==> src/rtl/avalon_arbiter_2m.sv <==
// Two-master to one-slave Avalon-MM arbiter (CPU port m0, loader/debug port m1).
// Serialises accesses with round-robin or fixed priority; per-master completion counters.
module avalon_arbiter_2m #(
    parameter int ADDR_W     = 32,
    parameter int DATA_W     = 32,
    parameter bit FIXED_PRIO = 1'b0
) (
    input  logic                clk,
    input  logic                reset,
    input  logic [ADDR_W-1:0]   m0_address,
    input  logic                m0_read,
    input  logic                m0_write,
    input  logic [DATA_W-1:0]   m0_writedata,
    input  logic [DATA_W/8-1:0] m0_byteenable,
    output logic                m0_waitrequest,
    output logic [DATA_W-1:0]   m0_readdata,
    input  logic [ADDR_W-1:0]   m1_address,
    input  logic                m1_read,
    input  logic                m1_write,
    input  logic [DATA_W-1:0]   m1_writedata,
    input  logic [DATA_W/8-1:0] m1_byteenable,
    output logic                m1_waitrequest,
    output logic [DATA_W-1:0]   m1_readdata,
    output logic [ADDR_W-1:0]   s_address,
    output logic                s_read,
    output logic                s_write,
    output logic [DATA_W-1:0]   s_writedata,
    output logic [DATA_W/8-1:0] s_byteenable,
    input  logic                s_waitrequest,
    input  logic [DATA_W-1:0]   s_readdata,
    output logic [1:0]          grant,
    output logic [15:0]         m0_count,
    output logic [15:0]         m1_count
);

    typedef enum logic [1:0] {IDLE, GNT0, GNT1} state_t;

    state_t           state_reg, state_next;
    logic             last_reg, last_next;   // 1 = master 1 was served last
    logic [1:0]       req;
    logic [1:0]       done;
    logic [1:0][15:0] count_reg, count_next;

    assign req[0]  = m0_read | m0_write;
    assign req[1]  = m1_read | m1_write;
    assign done[0] = (state_reg == GNT0) && req[0] && !s_waitrequest;
    assign done[1] = (state_reg == GNT1) && req[1] && !s_waitrequest;

    genvar gi;
    generate
        for (gi = 0; gi < 2; gi++) begin : g_count
            assign count_next[gi] = (done[gi] && (count_reg[gi] != 16'hFFFF))
                                  ? count_reg[gi] + 16'd1 : count_reg[gi];
        end
    endgenerate

    always_ff @(posedge clk) begin
        if (reset) begin
            state_reg <= IDLE;
            last_reg  <= 1'b1;
            count_reg <= '0;
        end else begin
            state_reg <= state_next;
            last_reg  <= last_next;
            count_reg <= count_next;
        end
    end

    always_comb begin
        state_next = state_reg;
        last_next  = last_reg;
        case (state_reg)
            IDLE: begin
                if (req == 2'b11)
                    state_next = (FIXED_PRIO || !last_reg) ? GNT1 : GNT0;
                else if (req[0])
                    state_next = GNT0;
                else if (req[1])
                    state_next = GNT1;
            end
            GNT0: begin
                if (!req[0]) begin
                    state_next = IDLE;
                end else if (!s_waitrequest) begin
                    last_next  = 1'b0;
                    state_next = req[1] ? GNT1 : IDLE;
                end
            end
            GNT1: begin
                // A stalled grant is held; on completion m1 is still requesting,
                // so fixed priority keeps it.
                if (!req[1]) begin
                    state_next = IDLE;
                end else if (!s_waitrequest) begin
                    last_next = 1'b1;
                    if (FIXED_PRIO)
                        state_next = GNT1;
                    else
                        state_next = req[0] ? GNT0 : IDLE;
                end
            end
            default: state_next = IDLE;
        endcase
    end

    always_comb begin
        s_address      = '0;
        s_read         = 1'b0;
        s_write        = 1'b0;
        s_writedata    = '0;
        s_byteenable   = '0;
        m0_waitrequest = 1'b1;
        m1_waitrequest = 1'b1;
        grant          = 2'b00;
        case (state_reg)
            GNT0: begin
                s_address      = m0_address;
                s_read         = m0_read;
                s_write        = m0_write;
                s_writedata    = m0_writedata;
                s_byteenable   = m0_byteenable;
                m0_waitrequest = s_waitrequest;
                grant          = 2'b01;
            end
            GNT1: begin
                s_address      = m1_address;
                s_read         = m1_read;
                s_write        = m1_write;
                s_writedata    = m1_writedata;
                s_byteenable   = m1_byteenable;
                m1_waitrequest = s_waitrequest;
                grant          = 2'b10;
            end
            default: ;
        endcase
    end

    assign m0_readdata = s_readdata;
    assign m1_readdata = s_readdata;
    assign m0_count    = count_reg[0];
    assign m1_count    = count_reg[1];

endmodule

==> config.mk <==
export PLATFORM = sky130hd
export DESIGN_NAME = avalon_arbiter_2m
export DESIGN_NICKNAME = d
export VERILOG_FILES = /design/src/rtl/avalon_arbiter_2m.sv
export SDC_FILE = /design/constraint.sdc
export NUM_CORES = 1
export LEC_CHECK = 0
export CORE_AREA = 4 4 132 134
export CTS_BUF_LIST = sky130_fd_sc_hd__clkbuf_8
export DETAILED_ROUTE_END_ITERATION = 8
export DIE_AREA = 0 0 136 138
export HOLD_SLACK_MARGIN = 0.06
export PLACE_DENSITY = 0.65
export SYNTH_ARGS = -nofsm -noshare
export SYNTH_HDL_FRONTEND = slang
export SYNTH_SLANG_ARGS = --single-unit
==> constraint.sdc <==
create_clock -name clk -period 6 [get_ports clk]
set_input_delay 0.6 -clock clk [delete_from_list [all_inputs] [get_ports clk]]
set_output_delay 0.6 -clock clk [all_outputs]
set_load 0.005 [all_outputs]
==> results of run 1 <==
## path summary, 6_finish.rpt
check,start,end,slack [ps],cells past startpoint
max reg2reg,state_reg[1],m0_count[9],2790,7
min,last_reg,last_reg,480,2
min reg2reg,last_reg,last_reg,480,2
max,state_reg[0],s_writedata[22],2580,6
## cell usage after synthesis, types with 2 or more instances
cell type  instances  share of area
nor4_1             5         0.0087
buf_4             65           0.13
nand4_1            3         0.0052
nand2_1           17          0.018
nor3_1             2         0.0028
ha_1               7          0.024
inv_1              5         0.0052
o41ai_1            3         0.0073
o21a_1             2         0.0042
nand2b_1           7          0.012
a211oi_1          11          0.023
mux2i_1            2         0.0055
clkbuf_1          30          0.031
nor2_1            25          0.026
nand3_1           14          0.019
a22oi_1           70           0.15
and3_1             8          0.014
or4_1              9          0.019
mux2_2            20          0.062
o31ai_1            4         0.0083
dfxtp_1           35           0.19
nor2b_1           90           0.16
buf_2              2         0.0028
and4_1             5          0.012
a21oi_1           17          0.024
or3_1              2         0.0035
o21ai_0            7         0.0097
## cell type report
| type | count | share of cell area |
|---|---|---|
| Timing Repair Buffer | 250 | 0.425 |
| Multi-Input combinational cell | 339 | 0.388 |
| Sequential cell | 35 | 0.119 |
| Tap cell | 220 | 0.0469 |
| Clock buffer | 7 | 0.0164 |
| Inverter | 5 | 0.00320 |
| Clock inverter | 1 | 0.00128 |
## routing by layer
layer	routed length (um)	share of wire
met5	27	0.0017
met4	48	0.0030
met3	1750	0.11
met2	7630	0.48
met1	6580	0.41
## power breakdown
part / internal, uW / total (uW) / switching, uW / leakage [uW]
Combinational: 322 / 571 / 249 / 0.00155
Sequential: 237 / 243 / 5.99 / 0.000282
Clock: 105 / 195 / 90.9 / 0.0000505
Total: 664 / 1010 / 346 / 0.00188
## through the flow
step	util	area [um^2]	total power [uW]
finish	0.360	5870	1010
global route	0.360	5870	1070
CTS	0.360	5870	1020
detailed placement	0.354	5770	825
global placement	0.354	5770	827
floorplan	-	3620	560
## cells by family (layout without fill, tap and decap cells)
group / Yosys count / after routing / synth area share
AO/OA/AOI/OAI: 120 / 120 / 0.234
buffers and inverters: 104 / 263 / 0.178
flip-flops: 35 / 35 / 0.194
multiplexers: 22 / 22 / 0.0678
AND/OR/NAND/NOR: 190 / 190 / 0.302
adder cells (fa/ha/maj): 7 / 7 / 0.0242
## worst register-to-register path: stages, from the launching register on
cell	delay [ps]
dfxtp_1	340
inv_1	110
ha_2	640
buf_4	530
o21ai_2	180
or4_1	680
a211oi_1	290
mux2_2	360
==> results.json, run 1 <==
{
  "dieArea_um2": 18800,
  "n_fill_cell": 1715,
  "cts-root-buf": "clkbuf_8",
  "use_met2": 0.266,
  "htree_num_levels": 2,
  "io_pins": 345,
  "critPathTopFamily": "buffers and inverters",
  "met3_usage": 0.0592,
  "busiest_layer": "met2",
  "initial_utilization": 0.222,
  "cts_buffers": 5,
  "cts_setup_buffers": 0,
  "ant_nets": 0,
  "grt_setup_unrepaired": "no",
  "wl_per_cell_um": 18.7,
  "finClkSkew_ps": 9.83,
  "worst_hold_path_type": "register to register",
  "drt_iter0_drc": 165,
  "dp_hpwl_mm": 12.6,
  "num_rows": 47,
  "cp-end-kind": "output port",
  "netlist_instances": 478,
  "cts_tree": "done",
  "seq_area_um2": 701,
  "crit_fanout": 40,
  "antenna_found_initial": 2,
  "cts_buffer_depth": 2,
  "slowest_stage": "ha_2",
  "cts.sinks": 35,
  "final_cell_mix": "247 x clkdlybuf4s50_1, 90 x nor2b_1, 70 x a22oi_1",
  "worstPathRequired_ps": 5400,
  "hold_buffers": 0,
  "critical-path-max-stage-delay_ps": 640,
  "synth_nets": 660,
  "port_buffers": 248,
  "grt_pass1_vias": 3960,
  "status": "completed",
  "clk_pin_slew_ps": 80,
  "worst_pin_slew_ps": 1050,
  "vias": 4028,
  "syn-cell-area_um2": 3620,
  "fin_cells": 857,
  "ys_ff_latch": 35,
  "fmax_mhz": 293,
  "grt.overflow.total": 0,
  "synth_cell_types": 38,
  "crit_type": "register to output port",
  "synth-edff-count": 0,
  "hold_violations": 0,
  "path_buf_inv": 3,
  "vias_per_cell": 4.70,
  "drc": 0,
  "drv_slew": 0,
  "wirelength_mm": 16.0,
  "place_inst": 849,
  "setup_ws_ps": 2580,
  "dr.pass1.iters": 4,
  "drive_gt1_frac": 0.0581,
  "min_period_ps": 3420,
  "cp.arrival_ps": 2820,
  "core_um2": 16300,
  "p_per_area_nw_per_um2": 172,
  "clock_latency_ps": 290,
  "grtUsageMet1": 0.190,
  "n_antenna_cell": 0,
  "maxCapViolations": 0,
  "grt_max_degree": 71,
  "place.gp.congestion": 0.789,
  "holdWs_ps": 481,
  "p_leak_uw": 0.00188,
  "pre_cts_ws_ps": 2820,
  "die_height_um": 138,
  "relSlewSlack": 0.291,
  "setup_viol": 0,
  "avgSynthCellArea_um2": 7.56,
  "postCtsResizedCells": 0,
  "yosys_warnings": 0,
  "multi_input_area_um2": 2280,
  "ir_worst_vdd_mv": 0.109,
  "async_flop_share": 0,
  "critPathLaunchType": "register",
  "die_w_um": 136,
  "timing.final.crit_share": 0.569,
  "synth-main-ff-cell": "dfxtp_1",
  "grt.total_usage": 0.155,
  "worstPathCellList": "inv_1 -> ha_2 -> buf_4 -> a22oi_1 -> nor2b_1 -> clkdlybuf4s50_1",
  "layout.nets": 818,
  "finalSetupTns_ps": 0,
  "final_common_cell": "clkdlybuf4s50_1",
  "ys_seq_area_frac": 0.194,
  "grt_pass1_wl_mm": 23.1,
  "area_growth_pct": 62.4
}
No activity file was read; power rests on OpenSTA's default activity.
==> run 2, diff against run 1 <==
--- a/config.mk
+++ b/config.mk
@@ -5,10 +5,10 @@
 export SDC_FILE = /design/constraint.sdc
 export NUM_CORES = 1
 export LEC_CHECK = 0
-export CORE_AREA = 4 4 132 134
+export CORE_AREA = 4 4 131 133
 export CTS_BUF_LIST = sky130_fd_sc_hd__clkbuf_8
 export DETAILED_ROUTE_END_ITERATION = 8
-export DIE_AREA = 0 0 136 138
+export DIE_AREA = 0 0 135 137
 export HOLD_SLACK_MARGIN = 0.06
 export PLACE_DENSITY = 0.65
 export SYNTH_ARGS = -nofsm -noshare
==> constraint.sdc (replaced) <==
create_clock -name clk -period 3.3 [get_ports clk]
set_input_delay 0.33 -clock clk [delete_from_list [all_inputs] [get_ports clk]]
set_output_delay 0.33 -clock clk [all_outputs]
set_load 0.005 [all_outputs]
==> run 2 against run 1 <==
Power grew 90%. Largest cell class unchanged. Critical path type unchanged. Critical path depth unchanged. Global-route usage grew 1.1 points. Highest routed layer unchanged. Largest power group unchanged.
==> results.json, run 2 (synthesis results as in run 1) <==
{
  "critPathLaunchType": "register",
  "fin_cells": 858,
  "clk_pin_slew_ps": 80,
  "finClkSkew_ps": 4.80,
  "final_common_cell": "clkdlybuf4s50_1",
  "wl_met3_mm": 2.31,
  "core_um2": 15800,
  "critPathTopFamily": "buffers and inverters",
  "wl_met2_mm": 7.96,
  "slowest_stage": "clkdlybuf4s50_1",
  "worst_pin_slew_ps": 990,
  "p_comb_frac": 0.560,
  "timing.final.crit_share": 0.817,
  "io_pins": 345,
  "dp_hpwl_mm": 13.6,
  "cp.arrival_ps": 2360,
  "ant_nets": 0,
  "crit_fanout": 45,
  "final_cell_mix": "247 x clkdlybuf4s50_1, 90 x nor2b_1, 70 x a22oi_1",
  "cts_tree": "done",
  "vias_per_cell": 4.75,
  "pre_cts_ws_ps": 853,
  "hold_violations": 0,
  "grt_pass1_wl_mm": 23.7,
  "relSlewSlack": 0.340,
  "cts_buffer_depth": 2,
  "min_period_ps": 2690,
  "dieArea_um2": 18500,
  "final_util": 0.374,
  "cts-root-buf": "clkbuf_8",
  "sequentialPowerShare": 0.231,
  "top_layer_used": "met5",
  "htree_num_levels": 2,
  "initial_utilization": 0.228,
  "grt_pass1_vias": 3878,
  "place_inst": 849,
  "critical-path-max-stage-delay_ps": 540,
  "grt.overflow.total": 0,
  "p_int_uw": 1260,
  "cts.sinks": 35,
  "place.gp.congestion": 0.766,
  "num_rows": 46,
  "grt_setup_unrepaired": "no",
  "p_switching_uw": 660,
  "worstPathRequired_ps": 2970,
  "port_buffers": 248,
  "grt.total_usage": 0.166,
  "die_height_um": 137,
  "finalSetupTns_ps": 0,
  "crit_type": "register to output port",
  "status": "completed",
  "path_buf_inv": 3,
  "clock_latency_ps": 300,
  "wirelength_mm": 17.2,
  "postCtsResizedCells": 0,
  "setup_viol": 0,
  "drc": 0,
  "vias": 4076,
  "hold_buffers": 0,
  "worstPathCellList": "inv_1 -> ha_2 -> buf_4 -> a22oi_1 -> nor2b_1 -> clkdlybuf4s50_1",
  "pwr-share-clk": 0.209,
  "swShare": 0.344,
  "p_leak_uw": 0.00191,
  "p_per_area_nw_per_um2": 324,
  "wl_per_cell_um": 20.0,
  "grt_max_degree": 70,
  "antenna_found_initial": 5,
  "m1WireLength_mm": 6.65,
  "maxCapViolations": 0,
  "drive_gt1_frac": 0.0640,
  "cp-end-kind": "output port",
  "dr.pass1.iters": 4,
  "fmax_mhz": 371,
  "drv_slew": 0,
  "cts_buffers": 5,
  "setup_ws_ps": 605,
  "drt_iter0_drc": 195,
  "worst_hold_path_type": "register to register",
  "cts_setup_buffers": 0,
  "ir_worst_vdd_mv": 0.193,
  "area_growth_pct": 63.7,
  "die_w_um": 135,
  "layout.nets": 822
}
-- run 2: power by group through the flow --
| stage | clock [uW] | sequential, uW | combinational [uW] |
|---|---|---|---|
| after detailed placement | 0 | 452 | 1090 |
| after global routing | 428 | 445 | 1160 |
| after CTS | 410 | 442 | 1100 |
| after floorplan | 0 | 450 | 568 |
| after global placement | 0 | 452 | 1090 |
| final | 401 | 442 | 1070 |
-- run 2: worst paths after layout --
check	start	endpoint	slack, ps	cells past startpoint
max	state_reg[1]	s_byteenable[3]	610	6
min	last_reg	last_reg	490	2
max reg2reg	state_reg[0]	m1_count[13]	870	7
min reg2reg	last_reg	last_reg	490	2
-- run 2: layout make-up --
type / count / area (um^2)
clock inverters: 3 / 43.8
repair buffers: 254 / 2530
well taps: 216 / 270
diodes: 1 / 2.50
flip-flops and latches: 35 / 701
inverters: 5 / 18.8
clock buffers: 5 / 68.8
multi-input cells: 339 / 2280
fillers: 1671 / 9910
-- run 2: stage by stage --
| step | hold slack (ps) | total power, uW | instance area [um^2] |
|---|---|---|---|
| floorplan | 440 | 1020 | 3620 |
| global placement | 453 | 1540 | 5800 |
| detailed placement | 465 | 1540 | 5800 |
| CTS | 487 | 1950 | 5920 |
| global route | 535 | 2040 | 5920 |
| finish | 491 | 1920 | 5920 |
-- run 2: worst min-delay path: stages, from the launching register on --
cell and delay [ps]:
dfxtp_1 340, o22ai_1 70, nand2b_1 60
-- run 2: metal layers --
layer	track usage	vias up
met3	0.0849	17
li1	-	1983
met1	0.201	1841
met5	0	-
met2	0.267	227
met4	0.0302	8
==> run 3, diff against run 2 <==
==> constraint.sdc (replaced) <==
create_clock -name clk -period 2.8 [get_ports clk]
set_input_delay 0.28 -clock clk [delete_from_list [all_inputs] [get_ports clk]]
set_output_delay 0.28 -clock clk [all_outputs]
set_load 0.005 [all_outputs]
==> run 3 against run 2 <==
Clock power is essentially flat. Utilization grew 0.43 points. Final area grew 1.1%. Power grew 18%. Via count grew 1.6%. Clock skew grew 2.0 ps. Sequential power grew 18%. Critical path depth shrank 1. Critical path type unchanged.
==> results.json, run 3 (synthesis results as in run 1) <==
{
  "p_leak_uw": 0.00196,
  "dp_hpwl_mm": 14.0,
  "grt.overflow.total": 0,
  "cts_buffers": 5,
  "worstPathRequired_ps": 2520,
  "p_int_uw": 1500,
  "swShare": 0.335,
  "htree_num_levels": 2,
  "grt_max_degree": 60,
  "hold_buffers": 0,
  "clock_latency_ps": 290,
  "drt_iter0_drc": 186,
  "cts_buffer_depth": 2,
  "ant_nets": 0,
  "area_growth_pct": 65.6,
  "p_switching_uw": 756,
  "wirelength_mm": 17.1,
  "grt_pass1_wl_mm": 24.2,
  "cp-end-kind": "output port",
  "cp.arrival_ps": 2370,
  "finClkSkew_ps": 6.82,
  "critPathLaunchType": "register",
  "pwr-share-clk": 0.178,
  "drive_gt1_frac": 0.0711,
  "die_w_um": 135,
  "hold_violations": 0,
  "drc": 0,
  "holdWs_ps": 482,
  "maxCapViolations": 0,
  "cts-root-buf": "clkbuf_8",
  "setup_viol": 0,
  "fmax_mhz": 377,
  "postCtsResizedCells": 0,
  "core_um2": 15800,
  "dieArea_um2": 18500,
  "num_rows": 46,
  "crit_fanout": 29,
  "place.gp.congestion": 0.802,
  "min_period_ps": 2650,
  "cts_setup_buffers": 0,
  "final_cell_mix": "247 x clkdlybuf4s50_1, 90 x nor2b_1, 70 x a22oi_1",
  "relSlewSlack": 0.378,
  "port_buffers": 248,
  "fin_area_um2": 5990,
  "dr.pass1.iters": 4,
  "io_pins": 345,
  "grt_pass1_vias": 3895,
  "p_per_area_nw_per_um2": 377,
  "wl_per_cell_um": 19.9,
  "p_comb_frac": 0.591,
  "clk_pin_slew_ps": 70,
  "timing.final.crit_share": 0.947,
  "n_antenna_cell": 0,
  "crit_type": "register to output port",
  "vias_per_cell": 4.80,
  "grt_setup_unrepaired": "no",
  "power_uw": 2260,
  "layout.nets": 828,
  "worst_hold_path_type": "register to register",
  "vias": 4140,
  "initial_utilization": 0.228,
  "cts.sinks": 35,
  "place_area_um2": 5890,
  "worst_pin_slew_ps": 932,
  "cts_tree": "done",
  "sequentialPowerShare": 0.231,
  "drv_slew": 0,
  "die_height_um": 137,
  "finalSetupTns_ps": 0,
  "status": "completed",
  "antenna_found_initial": 3,
  "final_common_cell": "clkdlybuf4s50_1",
  "ir_worst_vdd_mv": 0.247,
  "grt.total_usage": 0.169
}
==> run 3: cell count changes in the layout (fill, tap and decap cells not counted) <==
cell and delta:
diode_2 -1, clkbuf_8 +2, inv_1 +1, buf_12 +3, buf_4 +3, bufinv_16 -1
clkinv_4 -1, clkinv_2 -1
==> run 3: through the flow <==
step | cells | utilization | setup slack (ps)
6_report | 863 | 0.378 | 147
5_1_grt | 863 | 0.378 | 20.2
4_1_cts | 863 | 0.378 | 118
3_5_place_dp | 855 | 0.372 | 406
3_3_place_gp | 855 | 0.372 | 418
2_1_floorplan | 478 | - | 794
==> run 3: final timing paths <==
check               endpoint  slack (ps)         start  depth (start not counted)
min reg2reg         last_reg         480      last_reg                          2
max          s_writedata[22]         150  state_reg[1]                          5
max reg2reg      m0_count[9]         450  state_reg[1]                          6
min                 last_reg         480      last_reg                          2
==> run 3: final cells by class <==
| class | instances | area [um^2] |
|---|---|---|
| clock buffers | 7 | 96.3 |
| clock inverters | 1 | 3.75 |
| fillers | 1680 | 9840 |
| inverters | 5 | 18.8 |
| multi-input cells | 339 | 2280 |
| flip-flops and latches | 35 | 701 |
| well taps | 216 | 270 |
| repair buffers | 260 | 2620 |
==> run 3: per-layer routing <==
| metal | vias up | routed length (um) | track usage |
|---|---|---|---|
| li1 | 1991 | - | - |
| met4 | 6 | 138 | 0.0246 |
| met2 | 213 | 7900 | 0.270 |
| met5 | - | 35 | 0 |
| met3 | 17 | 2190 | 0.0886 |
| met1 | 1913 | 6880 | 0.206 |
==> run 3: worst max-delay path, cell delays in order (launching register included) <==
cell,delay [ps]
dfxtp_1,380
inv_1,100
ha_2,590
buf_12,210
nor2b_1,250
clkdlybuf4s50_1,560
==> run 3: power groups by stage <==
stage | Clock, uW | Sequential [uW] | Combinational, uW
floorplan | 0 | 530 | 670
global placement | 0 | 532 | 1360
detailed placement | 0 | 533 | 1360
CTS | 418 | 521 | 1360
global route | 433 | 523 | 1450
finish | 402 | 521 | 1330
